**src/rtl/cnn_pkg.sv**
```systemverilog
// ---------------------------------------------------------------------------
// cnn_pkg
// Shared definitions for the CNN layer engines.
//   - fc_state_t        : state encoding of the fully-connected layer FSM
//   - INPUT_SIZE, Lx_*  : element counts of the network input and each layer
//   - ADDR_SIZE         : address width of the per-layer RAMs
//   - round_shift/sat8  : requantization helpers (rounding arithmetic right
//                         shift, then clamp to the int8 range)
// No ports (package).
// ---------------------------------------------------------------------------
package cnn_pkg;

   typedef enum logic [2:0] {
      ST_IDLE,
      ST_MAC,
      ST_LAST,
      ST_WRITE,
      ST_DONE
   } fc_state_t;

   localparam int INPUT_SIZE = 1024;
   localparam int L1_SIZE    = 4608;
   localparam int L2_SIZE    = 1152;
   localparam int L3_SIZE    = 200;
   localparam int L4_SIZE    = 53;

   localparam int L3_N_IN    = L2_SIZE;
   localparam int L3_N_OUT   = L3_SIZE;
   localparam int L4_N_IN    = L3_SIZE;
   localparam int L4_N_OUT   = L4_SIZE;

   localparam int ADDR_SIZE  = 19;

   // Add half an LSB of the result, then shift arithmetically; a zero shift
   // means no rounding term at all. Callers widen to 64 bits first so the
   // rounding add can never wrap.
   function automatic logic signed [63:0] round_shift(input logic signed [63:0] v,
                                                      input int sh);
      logic signed [63:0] t;
      t = v;
      if (sh != 0) begin
         t = v + (64'sd1 <<< (sh - 1));
      end
      return t >>> sh;
   endfunction

   // Clamp a wide signed value into [-128, 127].
   function automatic logic signed [7:0] sat8(input logic signed [63:0] v);
      logic signed [7:0] r;
      if (v > 64'sd127) begin
         r = 8'sh7f;
      end else if (v < -64'sd128) begin
         r = 8'sh80;
      end else begin
         r = v[7:0];
      end
      return r;
   endfunction

endpackage

```
**src/rtl/fc_layer_if.sv**
```systemverilog
// ---------------------------------------------------------------------------
// fc_layer_if
// Bundles the control handshake and the three RAM ports of fc_layer.
//   start    : run request (from controller)
//   busy     : run in progress
//   done     : one-cycle completion pulse
//   in_addr  / in_data  : activation RAM read port (1-cycle latency)
//   w_addr   / w_data   : weight RAM read port (1-cycle latency)
//   out_we / out_addr / out_data : output RAM write port
// Modports: slave = the layer engine, master = controller plus RAMs.
// ---------------------------------------------------------------------------
interface fc_layer_if #(
   parameter int ADDR_SIZE = cnn_pkg::ADDR_SIZE
);

   logic                  start;
   logic                  busy;
   logic                  done;
   logic [ADDR_SIZE-1:0]  in_addr;
   logic signed [7:0]     in_data;
   logic [ADDR_SIZE-1:0]  w_addr;
   logic signed [7:0]     w_data;
   logic                  out_we;
   logic [ADDR_SIZE-1:0]  out_addr;
   logic signed [7:0]     out_data;

   modport slave (
      input  start, in_data, w_data,
      output busy, done, in_addr, w_addr, out_we, out_addr, out_data
   );

   modport master (
      output start, in_data, w_data,
      input  busy, done, in_addr, w_addr, out_we, out_addr, out_data
   );

endinterface

```
**src/rtl/fc_layer_mac.sv**
```systemverilog
// ---------------------------------------------------------------------------
// fc_mac
// Multiply-accumulate datapath of the fully-connected layer.
//   clk, reset_n : clock, asynchronous active-low reset
//   i_issue      : an address pair was issued to the RAMs this cycle
//   i_clear      : zero the accumulator (start of run / after a write)
//   i_in_data    : signed activation from the activation RAM
//   i_w_data     : signed weight from the weight RAM
//   o_acc        : running signed accumulator
// ---------------------------------------------------------------------------
module fc_mac #(
   parameter int ACC_W = 32
) (
   input  logic                    clk,
   input  logic                    reset_n,
   input  logic                    i_issue,
   input  logic                    i_clear,
   input  logic signed [7:0]       i_in_data,
   input  logic signed [7:0]       i_w_data,
   output logic signed [ACC_W-1:0] o_acc
);

   logic                    r_valid;
   logic signed [ACC_W-1:0] r_acc;
   logic signed [15:0]      w_prod;

   assign w_prod = i_in_data * i_w_data;
   assign o_acc  = r_acc;

   // The RAMs answer one cycle after the address, so the issue strobe is
   // delayed by one cycle to mark the cycle in which the data pair is real.
   // Clear wins over accumulate; the FSM never asks for both at once.
   always_ff @(posedge clk or negedge reset_n) begin
      if (!reset_n) begin
         r_valid <= 1'b0;
         r_acc   <= '0;
      end else begin
         r_valid <= i_issue;
         if (i_clear) begin
            r_acc <= '0;
         end else if (r_valid) begin
            r_acc <= r_acc + ACC_W'(w_prod);
         end
      end
   end

endmodule

```
**src/rtl/fc_layer.sv**
```systemverilog
// ---------------------------------------------------------------------------
// fc_layer
// Fully-connected layer engine: for every output neuron o it walks the N_IN
// activations and the matching weight row (row-major, o*N_IN+i), accumulates
// the signed int8 products, requantizes to int8 and writes the result to the
// output RAM at address o. A neuron takes N_IN+2 cycles (MAC x N_IN, LAST,
// WRITE); done pulses one cycle after the final write.
//   clk, reset_n : clock, asynchronous active-low reset
//   bus          : fc_layer_if.slave (start/busy/done, activation, weight and
//                  output RAM ports)
// Build option: define FC_RELU_EN to write negative results as 0.
// ---------------------------------------------------------------------------
module fc_layer #(
   parameter int N_IN      = cnn_pkg::L4_N_IN,
   parameter int N_OUT     = cnn_pkg::L4_N_OUT,
   parameter int ADDR_SIZE = cnn_pkg::ADDR_SIZE,
   parameter int ACC_W     = 32,
   parameter int SHIFT     = 7
) (
   input logic       clk,
   input logic       reset_n,
   fc_layer_if.slave bus
);

   import cnn_pkg::*;

   fc_state_t               r_state;
   fc_state_t               w_nextState;
   logic [ADDR_SIZE-1:0]    r_i;
   logic [ADDR_SIZE-1:0]    r_o;
   logic [ADDR_SIZE-1:0]    r_wa;
   logic                    w_lastIn;
   logic                    w_lastOut;
   logic                    w_issue;
   logic                    w_clear;
   logic signed [ACC_W-1:0] w_acc;
   logic signed [63:0]      w_accExt;
   logic signed [7:0]       w_rq;
   logic signed [7:0]       w_result;

   assign w_lastIn  = (r_i == ADDR_SIZE'(N_IN - 1));
   assign w_lastOut = (r_o == ADDR_SIZE'(N_OUT - 1));

   // Addresses come straight from the counters, so during LAST, WRITE and
   // DONE they simply hold whatever was issued last.
   assign bus.in_addr  = r_i;
   assign bus.w_addr   = r_wa;
   assign bus.out_addr = r_o;

   fc_mac #(
      .ACC_W     (ACC_W)
   ) u_mac (
      .clk       (clk),
      .reset_n   (reset_n),
      .i_issue   (w_issue),
      .i_clear   (w_clear),
      .i_in_data (bus.in_data),
      .i_w_data  (bus.w_data),
      .o_acc     (w_acc)
   );

   // Requantize: widen so the rounding add cannot overflow, round-shift,
   // then clamp to int8.
   assign w_accExt = 64'(w_acc);
   assign w_rq     = sat8(round_shift(w_accExt, SHIFT));

`ifdef FC_RELU_EN
   assign w_result = w_rq[7] ? 8'sd0 : w_rq;
`else
   assign w_result = w_rq;
`endif

   // State register.
   always_ff @(posedge clk or negedge reset_n) begin
      if (!reset_n) begin
         r_state <= ST_IDLE;
      end else begin
         r_state <= w_nextState;
      end
   end

   // Next-state and output decode. All handshake and write-port outputs are
   // pure functions of the state, so a reset immediately silences them.
   always_comb begin
      w_nextState  = r_state;
      bus.busy     = 1'b1;
      bus.done     = 1'b0;
      bus.out_we   = 1'b0;
      bus.out_data = '0;
      w_issue      = 1'b0;
      w_clear      = 1'b0;
      case (r_state)
         ST_IDLE: begin
            bus.busy = 1'b0;
            if (bus.start) begin
               w_clear     = 1'b1;
               w_nextState = ST_MAC;
            end
         end
         ST_MAC: begin
            w_issue = 1'b1;
            if (w_lastIn) begin
               w_nextState = ST_LAST;
            end
         end
         ST_LAST: begin
            w_nextState = ST_WRITE;
         end
         ST_WRITE: begin
            bus.out_we   = 1'b1;
            bus.out_data = w_result;
            w_clear      = 1'b1;
            w_nextState  = w_lastOut ? ST_DONE : ST_MAC;
         end
         ST_DONE: begin
            bus.done    = 1'b1;
            w_nextState = ST_IDLE;
         end
         default: begin
            w_nextState = ST_IDLE;
         end
      endcase
   end

   // Address counters. The weight address is a running counter that keeps
   // counting across neurons: the step out of WRITE lands it exactly on the
   // first weight of the next row, which avoids an o*N_IN multiplier.
   always_ff @(posedge clk or negedge reset_n) begin
      if (!reset_n) begin
         r_i  <= '0;
         r_o  <= '0;
         r_wa <= '0;
      end else begin
         case (r_state)
            ST_IDLE: begin
               if (bus.start) begin
                  r_i  <= '0;
                  r_o  <= '0;
                  r_wa <= '0;
               end
            end
            ST_MAC: begin
               if (!w_lastIn) begin
                  r_i  <= r_i + 1'b1;
                  r_wa <= r_wa + 1'b1;
               end
            end
            ST_WRITE: begin
               if (!w_lastOut) begin
                  r_i  <= '0;
                  r_o  <= r_o + 1'b1;
                  r_wa <= r_wa + 1'b1;
               end
            end
            default: begin
            end
         endcase
      end
   end

endmodule

```
**src/flat_wrapper.sv**
```systemverilog
// flat-port wrapper written by rule: the top's interface ports become plain ports
module fc_layer_flat import cnn_pkg::*;
#(
   parameter int N_IN      = cnn_pkg::L4_N_IN,
   parameter int N_OUT     = cnn_pkg::L4_N_OUT,
   parameter int ADDR_SIZE = cnn_pkg::ADDR_SIZE,
   parameter int ACC_W     = 32,
   parameter int SHIFT     = 7
)
  (clk, reset_n, bus_start, bus_in_data, bus_w_data, bus_busy, bus_done, bus_in_addr, bus_w_addr, bus_out_we, bus_out_addr, bus_out_data);
  fc_layer_if #(.ADDR_SIZE(ADDR_SIZE)) bus_i ();
  input logic clk;
  input logic reset_n;
  input wire logic [$bits(bus_i.start)-1:0] bus_start;
  input wire logic [$bits(bus_i.in_data)-1:0] bus_in_data;
  input wire logic [$bits(bus_i.w_data)-1:0] bus_w_data;
  output wire logic [$bits(bus_i.busy)-1:0] bus_busy;
  output wire logic [$bits(bus_i.done)-1:0] bus_done;
  output wire logic [$bits(bus_i.in_addr)-1:0] bus_in_addr;
  output wire logic [$bits(bus_i.w_addr)-1:0] bus_w_addr;
  output wire logic [$bits(bus_i.out_we)-1:0] bus_out_we;
  output wire logic [$bits(bus_i.out_addr)-1:0] bus_out_addr;
  output wire logic [$bits(bus_i.out_data)-1:0] bus_out_data;
  assign bus_i.start = bus_start;
  assign bus_i.in_data = bus_in_data;
  assign bus_i.w_data = bus_w_data;
  assign bus_busy = bus_i.busy;
  assign bus_done = bus_i.done;
  assign bus_in_addr = bus_i.in_addr;
  assign bus_w_addr = bus_i.w_addr;
  assign bus_out_we = bus_i.out_we;
  assign bus_out_addr = bus_i.out_addr;
  assign bus_out_data = bus_i.out_data;
  fc_layer #(.N_IN(N_IN), .N_OUT(N_OUT), .ADDR_SIZE(ADDR_SIZE), .ACC_W(ACC_W), .SHIFT(SHIFT)) u_core (.clk(clk), .reset_n(reset_n), .bus(bus_i));
endmodule
```
**config.mk**
```make
export PLATFORM = sky130hd
export DESIGN_NAME = fc_layer_flat
export DESIGN_NICKNAME = d
export VERILOG_FILES = /design/src/rtl/cnn_pkg.sv /design/src/rtl/fc_layer_if.sv /design/src/rtl/fc_layer_mac.sv /design/src/rtl/fc_layer.sv /design/src/flat_wrapper.sv
export SDC_FILE = /design/constraint.sdc
export NUM_CORES = 1
export LEC_CHECK = 0
export CAP_MARGIN = 10
export CORE_MARGIN = 5
export CORE_UTILIZATION = 45
export CTS_CLUSTER_SIZE = 12
export DETAILED_ROUTE_END_ITERATION = 6
export GPL_TIMING_DRIVEN = 1
export PLACE_DENSITY_LB_ADDON = 0.1
export SYNTH_ARGS = -nofsm -noshare
export SYNTH_HDL_FRONTEND = slang
export SYNTH_SLANG_ARGS = --single-unit
```
**constraint.sdc**
```tcl
create_clock -name clk -period 5.91 [get_ports clk]
set_input_delay 1.182 -clock clk [delete_from_list [all_inputs] [get_ports clk]]
set_output_delay 1.182 -clock clk [all_outputs]
set_load 0.01 [all_outputs]
```
==> results.sh <==
export IMPL_height_of_the_die_um=162
export IMPL_floorplan_rows=55
export IMPL_n_diodes=0
export IMPL_finalHoldViolCount=0
export IMPL_synth_main_ff_cell="dfrtp_1"
export IMPL_firstDrtPassIters=5
export IMPL_cts_max_level=3
export IMPL_finalCriticalPeriod_ps=5920
export IMPL_worst_ep_required_ps=6150
export IMPL_netlist_top_cell_by_area="fa_1"
export IMPL_final_estimated_routing_congestion_in_global_placement=0.849
export IMPL_maxSlewViolCount=0
export IMPL_setup_violations=1
export IMPL_grt_total_usage=0.208
export IMPL_cp_arrival_ps=6160
export IMPL_ctsHoldBuffers=0
export IMPL_wirelength_met1_mm=12.4
export IMPL_tritoncts_num_buffers=9
export IMPL_worst_skew_pair_late_latency_ps=350
export IMPL_r2r_slack_ps=670
export IMPL_place_ws_ps=-814
export IMPL_reg2reg_launch_point="u_core.u_mac.o_acc[14]"
export IMPL_port_buffers=86
export IMPL_max_slew_margin=0.273
export IMPL_endpoint_of_the_worst_setup_timing_path="u_core.u_mac.o_acc[27]"
export IMPL_maximum_number_of_pins_on_one_net_before_global_route_repair=54
export IMPL_final_worst_setup_slack_ps=-12.4
export IMPL_worstHoldPathType="reg -> reg"
export IMPL_detailed_route_iter0_violations=353
export IMPL_io_pins=87
export IMPL_tightest_slew_ps=1080
export IMPL_setup_worst_path_start_class="primary input"
export IMPL_clkSlewWorstSetupHoldPaths_ps=80
export IMPL_drt_vias_per_instance=5.34
export IMPL_post_synth_cell_area_avg_um2=9.48
export IMPL_synthesis_yosys_warnings=0
export IMPL_drc_errors=0
export IMPL_flow_area_growth_from_synthesis_pct=29.5
export IMPL_chipWidth_um=162
export IMPL_crit_path_start="bus_w_data[2]"
export IMPL_final_min_period_over_clock_period=1.00
export IMPL_clk_root_buffer_cell="clkbuf_16"
export IMPL_grt_remaining_overflow=0
export IMPL_failed_checks="setup timing"
export IMPL_cts_num_sinks=93
export IMPL_synth_top_cell_area_share=0.262
export IMPL_synth_cell_type_count=61
export IMPL_final_net_count=1520
export IMPL_initial_utilization=0.458
export IMPL_async_sr_flop_fraction=1.00
export IMPL_grt_pass1_wl_mm=45.0
export IMPL_syn_cell_area_um2=10400
export IMPL_floorplan_die_area_um2=26200
export IMPL_synth_ff_latch_count=93
export IMPL_netlist_instances=1096
export IMPL_r2r_end="u_core.u_mac.o_acc[27]"
export IMPL_post_synth_top_count_cell="fa_1"
export IMPL_drv_max_cap_violation_count=0
export IMPL_max_freq_mhz=169
export IMPL_met3_wire_len_um=971
export IMPL_totalWireLength_mm=26.5
export IMPL_worstSetupEndpointType="register"
export IMPL_synthesis_nets=1326
export IMPL_final_antenna_net_count=0
export IMPL_rsz_0062_raised_after_global_routing="yes"
export IMPL_antenna_found_initial=0
export IMPL_synth_top_cells_by_area="fa_1, dfrtp_1, ha_1, inv_1, nand2_1"
export IMPL_r2r_worst_path_cells=16
export IMPL_fin_worst_skew_ps=11.4
export IMPL_sequential_fraction_of_the_synthesis_area=0.224
export IMPL_cts_path_max_buffers=2
export IMPL_synth_enable_flop_cells=0
export IMPL_detail_route_wl_per_cell_um=16.7
export IMPL_via_count_of_the_first_global_routing_pass=8709
export IMPL_highest_signal_layer="met4"
export IMPL_place_detailed_hpwl_mm=20.9
export IMPL_fraction_of_layout_instances_using_a_drive_strength_above_1=0.198
export IMPL_synth_cells_most_frequent="fa_1, inv_1, nand2_1, dfrtp_1, nor2_1"
export IMPL_fillers=1974
export IMPL_wl_met2_mm=12.8
export IMPL_vias=8445
export IMPL_fp_coreArea_um2=22700
export IMPL_clock_tree_from_tritoncts="built"
export IMPL_critPathMaxFanout=5
export IMPL_run_status="finished with violations"
export IMPL_crit_type="in -> reg"
-- layer usage --
layer  vias to the layer above  global-route usage
met2                       140               0.349
met3                        19              0.0289
li1                       4092                   -
met5                         -                   0
met1                      4194               0.294
met4                         0              0.0388
-- cells in the final DEF, fill, tap and decap left out, types with 9 or more instances in the layout --
cell,instances
a21o_1,13
a21oi_1,34
and2_1,32
and2_4,11
and3_1,20
buf_4,109
buf_6,11
clkbuf_16,10
clkdlybuf4s50_1,69
dfrtp_1,93
fa_1,127
fa_2,9
ha_1,46
ha_4,27
inv_1,107
nand2_1,98
nand3_1,36
nand4_1,16
nor2_1,74
nor3_1,19
nor4_1,17
o21ai_0,51
or3_1,15
xnor2_1,38
xor2_1,40
-- registers in the layout, summed over array words and instances (netlist names) --
register and count:
u_core.u_mac.o_acc 32, u_core.bus.in_addr 19, u_core.bus.out_addr 19, u_core.bus.w_addr 19, u_core.r_state 3, u_core.u_mac.r_valid 1
-- layout make-up --
class | count | area [um^2] | area share
Inverter | 116 | 453 | 0.0336
Multi-Input combinational cell | 858 | 8110 | 0.602
Clock buffer | 9 | 225 | 0.0167
Tap cell | 285 | 357 | 0.0265
Timing Repair Buffer | 212 | 1920 | 0.143
Sequential cell | 93 | 2330 | 0.173
Clock inverter | 7 | 71.3 | 0.00530
-- logic make-up after synthesis --
group | count (synthesis) | share of synthesized area
AO/OA/AOI/OAI | 184 | 0.112
XOR/XNOR | 78 | 0.0657
adder cells (fa/ha/maj) | 211 | 0.352
buffers and inverters | 145 | 0.0526
flip-flops | 93 | 0.224
multiplexers | 5 | 0.00482
AND/OR/NAND/NOR | 380 | 0.189
-- repair_timing --
action	in CTS	in global routing
buffers inserted	14	5
endpoints found under the setup margin	18	12
pin swaps	61	46
gates resized for setup	86	54
gates cloned	0	1
-- worst max-delay path: stages --
cell,delay (ps)
clkdlybuf4s15_2,180
buf_6,140
nand2_8,70
inv_4,30
fa_2,560
inv_4,60
fa_2,570
clkinvlp_4,160
buf_12,180
fa_1,520
fa_1,450
ha_4,290
ha_4,200
a211oi_4,260
o21ai_1,110
a21o_1,230
o2111ai_4,280
a21oi_2,100
or3_1,310
a32o_1,260
-- per-stage QoR --
stage | instance area, um^2 | util | TNS, ps | instances | hold WS [ps]
global route | 13500 | 0.593 | -244 | 1580 | 537
detailed placement | 12600 | 0.554 | -10670 | 1544 | 496
floorplan | 10600 | - | -171 | 1096 | 473
CTS | 13100 | 0.578 | -16.7 | 1574 | 516
finish | 13500 | 0.593 | -12.4 | 1580 | 514
global placement | 12600 | 0.554 | -10100 | 1544 | 490
-- how the worst min path moves through the flow --
stage	startpoint	to	slack, ps	cells after the start
2_1_floorplan	u_core.u_mac.o_acc[1]	u_core.u_mac.o_acc[1]	470	1
3_3_place_gp	u_core.u_mac.o_acc[5]	u_core.u_mac.o_acc[5]	490	1
3_5_place_dp	u_core.u_mac.o_acc[3]	u_core.u_mac.o_acc[3]	500	1
4_1_cts	u_core.u_mac.o_acc[3]	u_core.u_mac.o_acc[3]	520	1
5_1_grt	u_core.u_mac.o_acc[4]	u_core.u_mac.o_acc[4]	540	1
6_report	u_core.u_mac.o_acc[3]	u_core.u_mac.o_acc[3]	510	1
Power is left out: the tool's default activity adds up to more than one toggle a clock period on the data nets, which glitch-free logic cannot reach.
